<file path="config.mk">
export PLATFORM = sky130hd
export DESIGN_NAME = date_counter
export DESIGN_NICKNAME = d
export VERILOG_FILES = /design/src/rtl/date_counter.sv
export SDC_FILE = /design/constraint.sdc
export NUM_CORES = 1
export LEC_CHECK = 0
export ABC_CLOCK_PERIOD_IN_PS = 2900
export BUFFER_PORTS_ARGS = -buffer_cell sky130_fd_sc_hd__buf_2
export CAP_MARGIN = 20
export CORE_ASPECT_RATIO = 1.75
export CORE_UTILIZATION = 55
export DETAILED_ROUTE_END_ITERATION = 7
export PLACE_DENSITY_LB_ADDON = 0.12
export SKIP_LAST_GASP = 1
export SLEW_MARGIN = 10
export SYNTH_ARGS = -nofsm -noshare
export SYNTH_HDL_FRONTEND = slang
export SYNTH_SLANG_ARGS = --single-unit
</file>
<file path="constraint.sdc">
create_clock -name clk -period 2.9 [get_ports clk]
set_input_delay 0.29 -clock clk [delete_from_list [all_inputs] [get_ports clk]]
set_output_delay 0.29 -clock clk [all_outputs]
set_load 0.005 [all_outputs]
</file>
<file path="src/rtl/date_counter.sv">
// Calendar stage: edge-detects day_enable to advance date/month/year/day-of-week, and accepts
// validated user date loads over a valid/ready handshake. Optional macro LEAP_YEAR_EN enables leap Februaries.
module date_counter #(
    parameter int unsigned YEAR_W    = 7,
    parameter int unsigned YEAR_MAX  = 99,
    parameter int unsigned RESET_DOW = 6
) (
    input  logic              clk,
    input  logic              reset_n,
    input  logic              day_enable,
    input  logic              set_valid,
    output logic              set_ready,
    input  logic [4:0]        set_date,
    input  logic [3:0]        set_month,
    input  logic [YEAR_W-1:0] set_year,
    input  logic [2:0]        set_dow,
    output logic [4:0]        date_out,
    output logic [3:0]        month_out,
    output logic [YEAR_W-1:0] year_out,
    output logic [2:0]        dow_out,
    output logic              year_wrap,
    output logic              set_error
);

    localparam logic [YEAR_W-1:0] YearMax  = YEAR_W'(YEAR_MAX);
    localparam logic [YEAR_W-1:0] YearOne  = YEAR_W'(1);
    localparam logic [2:0]        ResetDow = 3'(RESET_DOW);

    typedef enum logic {StIdle, StCheck} state_t;

    state_t            state_q;
    logic              day_en_q;
    logic [4:0]        sh_date_q;
    logic [3:0]        sh_month_q;
    logic [YEAR_W-1:0] sh_year_q;
    logic [2:0]        sh_dow_q;

    logic              adv;
    logic              cur_leap;
    logic              sh_leap;
    logic [4:0]        cur_len;
    logic [4:0]        sh_len;
    logic              load_ok;
    logic [4:0]        nxt_date;
    logic [3:0]        nxt_month;
    logic [YEAR_W-1:0] nxt_year;
    logic [2:0]        nxt_dow;
    logic              nxt_wrap;

    function automatic logic [4:0] month_len(input logic [3:0] m, input logic leap);
        case (m)
            4'd4, 4'd6, 4'd9, 4'd11: month_len = 5'd30;
            4'd2:                    month_len = leap ? 5'd29 : 5'd28;
            default:                 month_len = 5'd31;
        endcase
    endfunction

`ifdef LEAP_YEAR_EN
    // Every year divisible by 4 is leap inside 2000..2099.
    assign cur_leap = (year_out[1:0] == 2'b00);
    assign sh_leap  = (sh_year_q[1:0] == 2'b00);
`else
    assign cur_leap = 1'b0;
    assign sh_leap  = 1'b0;
`endif

    assign adv     = day_enable & ~day_en_q;
    assign cur_len = month_len(month_out, cur_leap);
    assign sh_len  = month_len(sh_month_q, sh_leap);
    assign load_ok = (sh_month_q >= 4'd1) && (sh_month_q <= 4'd12) &&
                     (sh_date_q != 5'd0) && (sh_date_q <= sh_len) &&
                     (sh_year_q <= YearMax) && (sh_dow_q <= 3'd6);

    always_comb begin
        nxt_date  = date_out;
        nxt_month = month_out;
        nxt_year  = year_out;
        nxt_wrap  = 1'b0;
        nxt_dow   = (dow_out == 3'd6) ? 3'd0 : dow_out + 3'd1;
        if (date_out < cur_len) begin
            nxt_date = date_out + 5'd1;
        end else begin
            nxt_date = 5'd1;
            if (month_out == 4'd12) begin
                nxt_month = 4'd1;
                if (year_out == YearMax) begin
                    nxt_year = '0;
                    nxt_wrap = 1'b1;
                end else begin
                    nxt_year = year_out + YearOne;
                end
            end else begin
                nxt_month = month_out + 4'd1;
            end
        end
    end

    always_ff @(posedge clk or negedge reset_n) begin
        if (!reset_n) begin
            state_q    <= StIdle;
            day_en_q   <= 1'b0;
            sh_date_q  <= 5'd1;
            sh_month_q <= 4'd1;
            sh_year_q  <= '0;
            sh_dow_q   <= 3'd0;
            set_ready  <= 1'b1;
            date_out   <= 5'd1;
            month_out  <= 4'd1;
            year_out   <= '0;
            dow_out    <= ResetDow;
            year_wrap  <= 1'b0;
            set_error  <= 1'b0;
        end else begin
            day_en_q  <= day_enable;
            year_wrap <= 1'b0;
            set_error <= 1'b0;
            unique case (state_q)
                StIdle: begin
                    // A load accepted this cycle takes priority; a coincident advance is dropped.
                    if (set_valid) begin
                        sh_date_q  <= set_date;
                        sh_month_q <= set_month;
                        sh_year_q  <= set_year;
                        sh_dow_q   <= set_dow;
                        set_ready  <= 1'b0;
                        state_q    <= StCheck;
                    end else if (adv) begin
                        date_out  <= nxt_date;
                        month_out <= nxt_month;
                        year_out  <= nxt_year;
                        dow_out   <= nxt_dow;
                        year_wrap <= nxt_wrap;
                    end
                end
                StCheck: begin
                    if (load_ok) begin
                        date_out  <= sh_date_q;
                        month_out <= sh_month_q;
                        year_out  <= sh_year_q;
                        dow_out   <= sh_dow_q;
                    end else begin
                        set_error <= 1'b1;
                    end
                    set_ready <= 1'b1;
                    state_q   <= StIdle;
                end
                default: state_q <= StIdle;
            endcase
        end
    end

endmodule
</file>
## Word-level counts from Yosys, hierarchy flattened

Index checks and enable logic that the tools add are counted.

| operators by class | value |
|---|---|
| add/subtract/negate cells | 4 |
| order comparisons | 6 |
| equality and inequality tests | 19 |
| muxes and demuxes | 37 |
| bitwise operators | 3 |
| reduce and logical (&&, ||, !) cells | 12 |

Operator list:

| operator | number |
|---|---|
| $mux W7 | 6 |
| $eq A4 B4 Y1 const B | 5 |
| $mux W4 | 5 |
| $mux W5 | 4 |
| $eq A4 B3 Y1 const B | 4 |
| $pmux W7 S2 | 1 |
| $mux W3 | 4 |
| $mux W1 | 10 |
| $ne A2 B2 Y1 const B | 5 |
| $pmux W5 S2 | 1 |
| $eq A4 B2 Y1 const B | 2 |
| $pmux W2 S2 | 2 |
| $pmux W4 S2 | 1 |
| $reduce_or A4 Y1 | 2 |
| $add A7 B1 Y7 const B | 1 |
| $eq A7 B7 Y1 const B | 1 |
| $le A7 B7 Y1 const B | 1 |
| $pmux W3 S2 | 1 |
| $add A5 B1 Y5 const B | 1 |
| $le A5 B5 Y1 | 1 |
| $logic_and A1 B1 Y1 | 5 |
| $lt A5 B5 Y1 | 1 |
| $reduce_and A5 Y1 | 1 |
| $reduce_bool A5 Y1 | 1 |
| 13 further kinds | 15 |

| word-level totals | value |
|---|---|
| bits in registers | 43 |
| input port bits | 23 |
| output and inout bits | 22 |
| word-level logic and storage cells | 94 |

## Longest topological paths before layout

Gate-level depths: netlist of the first run.

| logic depth | value |
|---|---|
| depth after elaboration | 9 |
| gate-level depth with buffers | 12 |

## Least setup slack after synthesis of the first run

No wires, ideal clock.

| timing | value |
|---|---|
| path type | reg2reg |
| start | register month_out[0] |
| end | register year_out[2] |
| library setup time | 0.131 ns |
| arrival | 2.276 ns |
| required time | 2.769 ns |
| path slack | 0.493 ns |
| cell stages (with the launch flop) | 10 |
| path buffers | 0 |
| clock period less this slack | 2.407 ns |
| path through | dfstp_2 > inv_1 > ha_1 > nor3b_1 > ha_1 > o2111ai_1 > or3_4 > nand3_2 > o21ai_1 > or3_1 |

| between the ends | value |
|---|---|
| cells in the longest elaborated chain, start to end | 6 |
| elaborated cells on any way between the ends | 12 |
| those cells by class | order compare (1); eq/ne (8); mux (1); reduce/logical (2) |

Ends and longest elaborated chain:

| element | line | text |
|---|---|---|
| start: declaration | 18 | `output logic [3:0] month_out,` |
| start signal: assignment | 129 | `month_out <= nxt_month;` |
| start signal: assignment | 138 | `month_out <= sh_month_q;` |
| $eq A4 B3 Y1 or $eq A4 B4 Y1 (tied branches) | 51 | `case (m)` |
| $reduce_or A4 Y1 | 51 |  |
| $pmux W2 S2 | 51 |  |
| $lt A5 B5 Y1 | 80 | `if (date_out < cur_len) begin` |
| $ne A2 B2 Y1 (no source line) | - |  |
| $reduce_and A5 Y1 (no source line) (*) | - |  |
| end signal: assignment | 130 | `year_out <= nxt_year;` |
| end signal: assignment | 139 | `year_out <= sh_year_q;` |
| end: declaration | 19 | `output logic [YEAR_W-1:0] year_out,` |

Every way passes the cells marked *; elsewhere a longest branch is shown, timed or not.
A chain may end at the register's enable or synchronous reset.

## Worst setup path after layout of the first run

| timing | value |
|---|---|
| start | register month_out[0] |
| end | register year_out[4] |

Same word-level chain as after synthesis.

==> metrics.txt, run 1 <==
Clock Root Buffer=clkbuf_8; CTS H-tree depth=2; PwrDens=810 nW/µm²; DR vias/cell=6.03; Slowest-stage cell, CP=dfstp_2; Rows=30; diodes inserted=0; Final HPWL DP=a little under 4 mm; Synth Area per Inst=10.3 µm²; Mapped Area=~2300 µm²; Syn Inst Count=~220; post-synthesis cell type count=46; largest net degree at the start of global routing=44; clock sink count=between 40 and 50; initial antenna violation count=0; Layout area overhead=14.9%; post-synth top area share=about 40%; f_max=382 MHz; Lkg Pwr=~0.0012 µW; critical path, cell by cell=inv_1 -> ha_1 -> nor3b_1 -> ha_1 -> o2111ai_1 -> nor3_2 -> a21oi_1 -> o21ai_0 -> nand3_1; WL final=around 5.3 mm; Die Area=~4500 µm²; Hold Crit Start=day_enable; kind of critical path=reg -> reg; I/O Pins=45; most frequent cells after synthesis=dfrtp_1, mux2_2, nand2_1; WHS Path Cells=1; routability cong.=~0.84; drt wl/cell=about 17 µm; TritonCTS buffer count=5; number of enable flip-flop cells after synthesis=0; most frequent cell after synthesis=dfrtp_1; largest cells by area after synthesis=dfrtp_1, mux2_2, dfstp_2; Final Util=about two thirds; post_cts resized=0; Sequential Power Share=between 40% and 50%; dpl cell area=2560 µm²; sequential share of the synthesized area=approximately 47%; worst-margin pin slew=between 900 and 1000 ps; outcome=finished, final reports clean; Setup crit end kind=flop; clock-pin slew on the worst setup and hold paths=~80 ps; post-route ant nets=0; VDD IR max=590 µV; global-route wire length before repair=8.63 mm; grt ovf=0; worst reg2reg path depth=9; CP bufs+invs=1; Initial DRT Pass Iterations=4; residual DRC count=0; maxcap violations=0; final slew viol count=0; Sw Share=about two fifths; count of input and output buffers=44; Die Wd=about 51 µm; Critical Path RT=roughly 3100 ps; Worst path most repeated cell=ha_1; clock power share=between 10% and 20%; Post-CTS Setup Bufs=0; Final nets=300; cell family with most CP delay=compound AO/OA/AOI/OAI gates; crit-path max FO=5; Max Buffers Root-to-Sink=2; Die Ht=87.8 µm; P_sw=823 µW; internal power=between 1000 and 1500 µW; worst r2r dst=year_out[4]; prevailing post-synth register cell=dfrtp_1; crit start category=flop; Async S/R FF share, synth=between 90% and 100%; Synth area leader=dfrtp_1; Yosys reg bits=between 40 and 50; final worst path period share=between 90% and 100%; Worst Hold End=day_en_q; CTS Hold Bufs=0; synthesized net count=roughly 260; CP max stage delay=570 ps; internal reg-to-reg setup slack=approximately 280 ps; reg-to-reg startpoint=month_out[0]; Core Region=3940 µm²; Fin. Hold Viols=0; Fin Clk Skew=approximately 11 ps; layout cells sized above 1=between 30% and 40%; worst hold path class=in -> reg; Starting Density=58.7%; Starting DRT DRC Count=around 70; final setup vio count=0; Fillers=~350; setup TNS=0 ps; vias in the first global route=around 1800; RSZ-0062 raised after global routing=no; Crit path arrival time=2860 ps; Syn. warnings=0; Vias=1913; Total GRT Usage=about a quarter; TritonCTS clock tree=yes; headroom to the max-slew limit=between 30% and 40%; Comb pwr share=between 30% and 40%; design area=around 2700 µm²; clk_lat worst skew=roughly 300 ps; min Tclk post-route=~2600 ps
[layout make-up]
class	instances	area [µm²]	area share (%)
sequential	43	1080	40.8
tap	48	60.1	2.26
inverter	12	45.0	1.70
timing repair buffer	46	235	8.86
multi-input combinational	160	1140	42.9
clock inverter	1	5.00	0.188
clock buffer	7	86.3	3.25
[sequential cells by signal, indices dropped and copies added (netlist names), 3 cells and up]
name        count
year_out        7
date_out        5
sh_date_q       5
sh_year_q       7
sh_month_q      4
dow_out         3
sh_dow_q        3
month_out       4
[stage by stage]
| step | hold slack, ps | setup slack (ps) | power (µW) | cells |
|---|---|---|---|---|
| floorplan | -5.59 | 493 | 1450 | 224 |
| global placement | 419 | 373 | 1740 | 309 |
| detailed placement | 426 | 336 | 1760 | 309 |
| CTS | 114 | 318 | 2160 | 317 |
| global route | 105 | 61.4 | 2300 | 317 |
| finish | 112 | 279 | 2150 | 317 |
[layout by cell type (no fill, tap or decap), types with 3 or more instances in the layout]
master    instances
nor2_1           11
and2_1            3
o21ai_0           9
o22ai_1           4
inv_1            12
or2_2             3
or3_1             3
mux2i_1           6
a211oi_1          3
dfrtp_1          36
a21oi_1          14
nor3_1            8
mux2_2           17
and3_1            5
nand3_1          11
nand2_1          16
buf_2            44
o31ai_1           4
a31oi_1           6
dfstp_2           7
clkbuf_8          6
ha_1              9
[power by group through the flow]
stage / clock [µW] / sequential [µW] / combinational [µW]
after floorplan: 0 / 983 / 470
after global placement: 0 / 1030 / 704
after detailed placement: 0 / 1030 / 722
after CTS: 408 / 1020 / 724
after global routing: 424 / 1060 / 820
final: 398 / 1030 / 720
[metal layers]
layer	GRT usage (%)	part of all wire, %
met1	29.8	38
met2	45.6	53
met3	4.69	4.1
met4	15.4	5.0
met5	0	0
[worst reg2reg max path: cells and delay by family (launching register included)]
family          cells  cell delay, ps
compound gates      3             990
fa+ha+maj           2             510
buf+inv             1             100
flops               1             570
simple gates        3             400
[worst max-delay path by stage]
stage	slack, ps	endpoint	start	depth (start not counted)
3_5_place_dp	340	year_out[2]	month_out[0]	9
5_1_grt	60	year_out[4]	month_out[0]	9
2_1_floorplan	490	year_out[2]	month_out[0]	9
6_report	280	year_out[4]	month_out[0]	9
3_3_place_gp	370	year_out[2]	month_out[0]	9
4_1_cts	320	year_out[4]	month_out[0]	9
[kinds of logic (layout without fill, tap and decap cells)]
kind of cell	after synthesis	after routing	synth area share [%]
fa+ha+maj	9	9	4.87
mux	23	23	10.9
buf+inv	21	66	3.90
simple gates	74	74	18.1
compound gates	54	54	15.4
flops	43	43	46.9
Power figures use the tool's default switching activity.
==> run 2, diff against run 1 <==
Settings changed: ABC_CLOCK_PERIOD_IN_PS 2900 to 2500.
Clock period 2.9 ns to 2.5 ns, I/O delays scaled along.
==> run 2 against run 1 <==
- wire length decreased by 0.77%
- clock skew decreased by 3.8 ps
- die area unchanged
- power increased by 22%
- hold slack got worse by 39 ps
- combinational power increased by 27%
- non-clock buffer count increased by 7
- critical endpoint is now year_out[2]
- largest power group unchanged
==> metrics.txt, run 2 (synthesis gave the netlist of run 1 again) <==
final slew viol count=0 (unchanged); I/O Pins=45 (unchanged); TritonCTS clock tree=yes (unchanged); Setup crit end kind=flop (unchanged); internal reg-to-reg setup slack=70 ps (was 280 ps); clock-pin slew on the worst setup and hold paths=80 ps (about the same); diodes inserted=0 (unchanged); WHS Path Cells=1 (unchanged); final worst path period share=97.2% (was 90.4%); maxcap violations=0 (unchanged); grt ovf=0 (unchanged); clock power share=20.3% (was 18.5%); met3 wire len=163 µm (was 219 µm); most frequent cells in the layout=buf_2, dfrtp_1, mux2_2 (unchanged); worst reg2reg path depth=9 (unchanged); layout cells sized above 1=36.2% (was 32.7%); Sequential Power Share=45.2% (was 48.1%); Placed Cells=315 (was 309); Worst Hold End=day_en_q (unchanged); min Tclk post-route=2430 ps (was 2620 ps); Lkg Pwr=0.00123 µW (was 0.00119 µW); WL final=5.28 mm (was 5.32 mm); count of input and output buffers=44 (unchanged); vias in the first global route=1867 (was 1824); Die Area=4480 µm² (unchanged); f_max=412 MHz (was 382 MHz); Slowest-stage cell, CP=dfstp_2 (unchanged); Crit path arrival time=2600 ps (was 2860 ps); Layout area overhead=19.6% (was 14.9%); initial antenna violation count=0 (unchanged); clock sink count=43 (unchanged); Core Region=3940 µm² (unchanged); Met1 Wirelength=2.03 mm (about the same); TritonCTS buffer count=5 (unchanged); Vias=1954 (was 1913); Final HPWL DP=3.88 mm (was 3.89 mm); Total GRT Usage=26.1% (was 26.4%); Fin Clk Skew=6.81 ps (was 10.6 ps); worst hold path class=in -> reg (unchanged); critical path, cell by cell=inv_1 -> ha_1 -> nor3b_1 -> ha_1 -> o2111ai_4 -> or3_4 -> nand3_2 -> o21ai_1 -> or3_1 (was inv_1 -> ha_1 -> nor3b_1 -> ha_1 -> o2111ai_1 -> nor3_2 -> a21oi_1 -> o21ai_0 -> nand3_1); DR WL met2=2.88 mm (was 2.81 mm); Rows=30 (unchanged); DR vias/cell=6.03 (about the same); Fin. Hold Viols=0 (unchanged); Initial DRT Pass Iterations=4 (unchanged); reg-to-reg startpoint=month_out[0] (unchanged); post-route ant nets=0 (unchanged); Die Ht=87.8 µm (unchanged); setup TNS=0 ps (unchanged); internal power=1670 µW (was 1330 µW); Hold Crit Start=day_enable (unchanged); Critical Path RT=2670 ps (was 3140 ps); crit-path max FO=5 (unchanged); commonest non-fill, non-tap cell in the layout=buf_2 (unchanged); global-route wire length before repair=8.67 mm (was 8.63 mm); PwrDens=953 nW/µm² (was 810 nW/µm²); CTS H-tree depth=2 (unchanged); largest net degree at the start of global routing=44 (unchanged); residual DRC count=0 (unchanged); Sw Share=36.8% (was 38.2%); outcome=finished, final reports clean (unchanged); worst r2r dst=year_out[2] (was year_out[4]); CP max stage delay=530 ps (was 570 ps); Top Registers=sh_year_q: 7 flops, year_out: 7 flops (unchanged); Final nets=307 (was 300); Starting DRT DRC Count=76 (was 71); clk_lat worst skew=300 ps (about the same); P_sw=969 µW (was 823 µW); Worst path most repeated cell=ha_1 (unchanged); Die Wd=51.0 µm (unchanged); routability cong.=0.830 (was 0.842); drt wl/cell=16.3 µm (was 16.8 µm); crit start category=flop (unchanged); cell family with most CP delay=simple AND/OR/NAND/NOR gates (was compound AO/OA/AOI/OAI gates); Max Buffers Root-to-Sink=2 (unchanged); VDD IR max=690 µV (was 590 µV); hold_ws=72.9 ps (was 112 ps); RSZ-0062 raised after global routing=yes (was no); final cell count without fillers=324 (was 317); headroom to the max-slew limit=38.3% (was 36.5%); kind of critical path=reg -> reg (unchanged); Comb pwr share=34.6% (was 33.4%); Clock Root Buffer=clkbuf_8 (unchanged); CP bufs+invs=1 (unchanged); final setup vio count=0 (unchanged); Starting Density=58.7% (unchanged); DR top layer=met4 (unchanged); worst-margin pin slew=925 ps (was 952 ps)
run 2: cell type report:
cell class              count  area, µm²
inverters                  12       45.0
flip-flops and latches     43       1080
multi-input cells         160       1180
repair buffers             53        288
fillers                   329       1180
clock buffers               7       76.3
well taps                  48       60.1
clock inverters             1       30.0
run 2: timing repair:
action / in CTS / in global routing
setup buffers: 0 / 1
hold buffers: 0 / 0
gates resized for setup: 2 / 7
gates cloned: 0 / 0
endpoints found under the setup margin: 2 / 11
run 2: layer usage:
layer,up-vias,track usage [%]
met3,17,3.82
li1,924,-
met1,954,28.9
met5,-,0
met4,0,12.6
met2,59,47.4
run 2: power by group through the flow:
| stage | sequential, µW | clock (µW) | combinational (µW) |
|---|---|---|---|
| 3_5_place_dp | 1190 | 0 | 880 |
| 5_1_grt | 1230 | 571 | 1020 |
| 6_report | 1190 | 534 | 911 |
| 4_1_cts | 1180 | 546 | 890 |
| 3_3_place_gp | 1180 | 0 | 854 |
| 2_1_floorplan | 1140 | 0 | 545 |
run 2: stage by stage:
step,setup slack (ps),cell area (µm²),power [µW],utilization [%]
after floorplan,93.0,2310,1690,-
after global placement,47.6,2610,2040,66.2
after detailed placement,-18.0,2610,2070,66.2
after CTS,70.3,2730,2620,69.3
after global routing,-16.9,2770,2820,70.2
final,71.2,2770,2640,70.2
run 2: worst max-delay path by stage:
stage / start / endpoint / cells past startpoint
floorplan: month_out[0] / year_out[2] / 9
global placement: month_out[0] / month_out[1] / 9
detailed placement: sh_month_q[0] / month_out[1] / 9
CTS: month_out[0] / year_out[2] / 9
global route: sh_month_q[0] / year_out[0] / 9
finish: month_out[0] / year_out[2] / 9
